==> config.mk <==
export PLATFORM = sky130hd
export DESIGN_NAME = noc_rr_arbiter
export DESIGN_NICKNAME = d
export VERILOG_FILES = /design/src/rtl/noc_rr_arbiter.sv
export SDC_FILE = /design/constraint.sdc
export NUM_CORES = 1
export LEC_CHECK = 0
export BUFFER_PORTS_ARGS = -buffer_cell sky130_fd_sc_hd__buf_4
export CAP_MARGIN = 15
export CORE_ASPECT_RATIO = 0.5
export CORE_MARGIN = 2
export CORE_UTILIZATION = 45
export DETAILED_ROUTE_END_ITERATION = 7
export PLACE_DENSITY = 0.65
export REMOVE_ABC_BUFFERS = 1
export SLEW_MARGIN = 10
export SYNTH_ARGS = -nofsm -noshare
export SYNTH_HDL_FRONTEND = slang
export SYNTH_SLANG_ARGS = --single-unit
==> constraint.sdc <==
create_clock -name clk -period 10.7 [get_ports clk]
set_input_delay 2.14 -clock clk [delete_from_list [all_inputs] [get_ports clk]]
set_output_delay 2.14 -clock clk [all_outputs]
set_load 0.02 [all_outputs]
==> src/rtl/noc_rr_arbiter.sv <==
// noc_rr_arbiter: round-robin output-port arbiter; a grant is held until the request
// drops, the per-port length timeout expires, or the owner presents a tail flit.
module noc_rr_arbiter #(
    parameter int NUM_PORTS = 5,
    parameter int LEN_W = 12,
    parameter int ID_W = 3,
    parameter logic [ID_W-1:0] HEADER_ID = ID_W'(1),
    parameter logic [ID_W-1:0] TAIL_ID = ID_W'(4)
) (
    input  logic                           clk,
    input  logic                           rst,
    input  logic [NUM_PORTS-1:0]           req,
    input  logic [NUM_PORTS*ID_W-1:0]      flit_id,
    input  logic [NUM_PORTS*LEN_W-1:0]     length,
    output logic [NUM_PORTS-1:0]           grant,
    output logic                           grant_valid,
    output logic [$clog2(NUM_PORTS)-1:0]   grant_idx,
    output logic                           expired
);
    localparam int IW = $clog2(NUM_PORTS);
    logic [NUM_PORTS-1:0][LEN_W-1:0] lim_q, lim_d;
    logic [NUM_PORTS-1:0] grant_q, grant_d;
    logic [IW-1:0] idx_q, idx_d, rr_q, rr_d, pick;
    logic [LEN_W-1:0] cnt_q, cnt_d, own_lim, eff_lim;
    logic exp_q, exp_d, own, legal, own_req, own_tail, tmo, keep, found, go;
    int st;
    always_comb begin
        own_lim = '0;
        own_req = 1'b0;
        own_tail = 1'b0;
        for (int p = 0; p < NUM_PORTS; p++) begin
            lim_d[p] = (flit_id[p*ID_W +: ID_W] == HEADER_ID) ? length[p*LEN_W +: LEN_W] : lim_q[p];
            if (grant_q[p]) begin
                own_lim = lim_q[p];
                own_req = req[p];
                own_tail = flit_id[p*ID_W +: ID_W] == TAIL_ID;
            end
        end
        own = |grant_q;
        // Any grant/index pair that is not a matching one-hot (or clean idle) falls back to idle.
        legal = own ? (grant_q == (NUM_PORTS'(1) << idx_q)) : (idx_q == '0);
        eff_lim = (own_lim == '0) ? LEN_W'(1) : own_lim;
        tmo = own && legal && (cnt_q == eff_lim - 1'b1);
        keep = own && legal && own_req && !tmo && !own_tail;
        // A releasing owner searches from the next port and excludes itself; idle searches all.
        st = own ? (int'(idx_q) + 1) % NUM_PORTS : int'(rr_q);
        found = 1'b0;
        pick = '0;
        for (int k = NUM_PORTS - 1; k >= 0; k--) begin
            if (req[(st + k) % NUM_PORTS] && (k < NUM_PORTS - 1 || !own)) begin
                found = 1'b1;
                pick = IW'((st + k) % NUM_PORTS);
            end
        end
        go = legal && !keep && found;
        grant_d = keep ? grant_q : go ? (NUM_PORTS'(1) << pick) : '0;
        idx_d = keep ? idx_q : go ? pick : '0;
        cnt_d = keep ? ((&cnt_q) ? cnt_q : cnt_q + 1'b1) : '0;
        exp_d = tmo;
        rr_d = go ? IW'((int'(pick) + 1) % NUM_PORTS) : rr_q;
    end
    always_ff @(posedge clk) begin
        if (rst) begin
            lim_q <= '0;
            grant_q <= '0;
            idx_q <= '0;
            rr_q <= '0;
            cnt_q <= '0;
            exp_q <= 1'b0;
        end else begin
            lim_q <= lim_d;
            grant_q <= grant_d;
            idx_q <= idx_d;
            rr_q <= rr_d;
            cnt_q <= cnt_d;
            exp_q <= exp_d;
        end
    end
    assign grant = grant_q;
    assign grant_valid = |grant_q;
    assign grant_idx = idx_q;
    assign expired = exp_q;
endmodule
==> metrics.csv <==
metric,value,unit
status,finished clean,
crit_arrival,10.49,ns
cap_violations,0,
io_pins,92,
cts.htree.levels,3,
crit_path_start_kind,register,
cts_root_buffer,clkbuf_16,
die-area,0.0274,mm^2
num_rows,41,
rr_endpoint,rr_q[2],
setup_viol,0,
grt_pass1_vias,12100,
cp_max_fo,17,
power_density,301,mW/mm^2
regArea,0.00168,mm^2
cts_tree,done,
rrSetupSlack,0.45,ns
clock.fmax,97.5,MHz
syn_area_per_cell,7.35,um^2
fillers,2382,
detail-route-antenna-nets,0,
fin_skew,0.00756,ns
antenna_found_initial,0,
grt_max_degree,66,
dieWidth,232,um
core,0.0254,mm^2
synth_top_area_share,14.4,%
synthArstFlopShare,0,%
grt_usage,29.3,%
synthFlopType,dfxtp_1,
cp-end-kind,register,
holdWs,0.492,ns
irDropWorstVdd,0.235,mV
worstPathRequired,10.94,ns
avgViaCountPerCell,6.42,
clkSinkCount,84,
cts_hold_buffers,0,
p_leak,5.49,nW
hpwlAfterDp,32.3,mm
nets,1862,
layout-drive-gt1-share,23.1,%
crit_slowest_cell,o211ai_1,
multi_input_area,0.0101,mm^2
clk_latency,0.34,ns
finalCriticalPeriod,10.25,ns
vias,13300,
slew_violations,0,
power.total,4.31,mW
gr-total-overflow,0,
ys_types,115,
reg2reg_depth,46,
crit_start,grant_idx[0],
drtIter0Drc,1498,
path_class,reg -> reg,
initial_utilization,46.1,%
syn_inst,1593,
yosys_warnings,0,
hp-class,reg -> reg,
synth_area_leaders,"dfxtp_1 (14%), mux2i_1 (7.6%), nor2_1 (6.5%)",
slowest_delay,0.43,ns
finalWeightedCongestion,1.01,
crit-reg2reg-launch,grant_idx[0],
yosys.area.top_type,dfxtp_1,
worstHoldPathCells,2,
crit_end,rr_q[2],
syn_area,0.0117,mm^2
synth-edff-count,0,
finalSetupTns,0,ns
cts_buffer_depth,2,
wl_per_cell,20.3,um
cts_buffers,9,
drcViolationCount,0,
min_period_over_period,95.8,%
drt-total-wl,42.2,mm
portBuffers,91,
path_clk_slew,0.07,ns
worst_slew_pin_slew,0.990,ns
grt_pass1_wl,65.7,mm
ys_seq_area_share,14.4,%
die_h,118,um
hold_violations,0,
relSlewSlack,33.6,%
diodes,0,
first_pass_iters,5,
area_growth,22.1,%
ys_ff_latch,84,
kinds of logic after synthesis:
group | Yosys count | share of synthesized area [%]
buffers and inverters | 134 | 4.71
adder cells (fa/ha/maj) | 54 | 5.74
flip-flops | 84 | 14.4
AO/OA/AOI/OAI | 505 | 32.3
AND/OR/NAND/NOR | 624 | 27.0
multiplexers | 104 | 9.18
XOR/XNOR | 88 | 6.70
critical path, delay by kind of cell, from the launching register on:
kind            cells  cell delay, ns
fa+ha+maj           9            2.36
xor+xnor            2            0.33
simple gates       11            2.14
compound gates     14            3.54
flops               1            0.34
buf+inv            10            1.41
final cells by class:
| cell class | instances | share of cell area (%) |
|---|---|---|
| tap | 344 | 3.01 |
| clock inverter | 6 | 0.674 |
| sequential | 84 | 11.8 |
| inverter | 42 | 1.10 |
| multi-input combinational | 1375 | 70.4 |
| timing repair buffer | 216 | 11.4 |
| clock buffer | 10 | 1.60 |
metal layers:
layer | part of all wire (%) | global-route usage [%] | vias up
li1 | - | - | 6318
met1 | 45 | 42.1 | 6335
met2 | 44 | 46.1 | 606
met3 | 8.0 | 3.88 | 70
met4 | 2.2 | 7.21 | 0
met5 | 0 | 0 | -
placed cells by master (no fill, tap or decap), types with 48 or more instances in the layout:
master,n
a21oi_1,89
xnor2_1,51
ha_1,48
nand3_1,48
nand2_1,124
o21ai_0,55
dfxtp_1,83
nor2_1,197
mux2i_1,88
buf_4,215
synthesized netlist by cell type, drive strengths merged, types with 21 or more instances:
library cell	count
a211oi	23
a21oi	97
a31oi	33
buf	41
clkbuf	51
dfxtp	84
ha	52
inv	41
mux2i	89
nand2	126
nand3	50
nand4	21
nor2	205
nor3	52
nor4	21
o211ai	41
o21ai	74
xnor2	62
xor2	25
state kept, by name, indices dropped and copies added, names as in the netlist:
signal,count
grant,5
lim_q,60
cnt_q,12
expired,1
rr_q,3
grant_idx,3
stage by stage:
stage / cell area, um^2 / setup WS [ns] / cells / util, %
detailed placement: 13200 / -0.374 / 2034 / 52.0
floorplan: 11300 / -0.534 / 1501 / -
global route: 14300 / -0.0736 / 2077 / 56.3
CTS: 13600 / 0.0108 / 2057 / 53.7
global placement: 13200 / -0.0846 / 2034 / 52.0
finish: 14300 / 0.445 / 2077 / 56.3
power breakdown:
| group | leakage [nW] | switching [mW] | internal [mW] |
|---|---|---|---|
| combinational | 4.65 | 2.09 | 1.53 |
| clock | 0.155 | 0.133 | 0.207 |
| sequential | 0.682 | 0.0116 | 0.334 |
| total | 5.49 | 2.24 | 2.07 |
worst min path at each step:
stage | from | endpoint | slack, ns
2_1_floorplan | lim_q[9] | lim_q[9] | 0.45
3_3_place_gp | lim_q[54] | lim_q[54] | 0.47
3_5_place_dp | lim_q[51] | lim_q[51] | 0.48
4_1_cts | lim_q[36] | lim_q[36] | 0.50
5_1_grt | lim_q[57] | lim_q[57] | 0.51
6_report | lim_q[40] | lim_q[40] | 0.49
what timing repair did:
| item | CTS | global route |
|---|---|---|
| setup endpoints to repair | 11 | 11 |
| gates resized for setup | 17 | 97 |
| pin swaps | 4 | 35 |
| buffers inserted | 7 | 20 |
No activity file was read; power rests on OpenSTA's default activity.
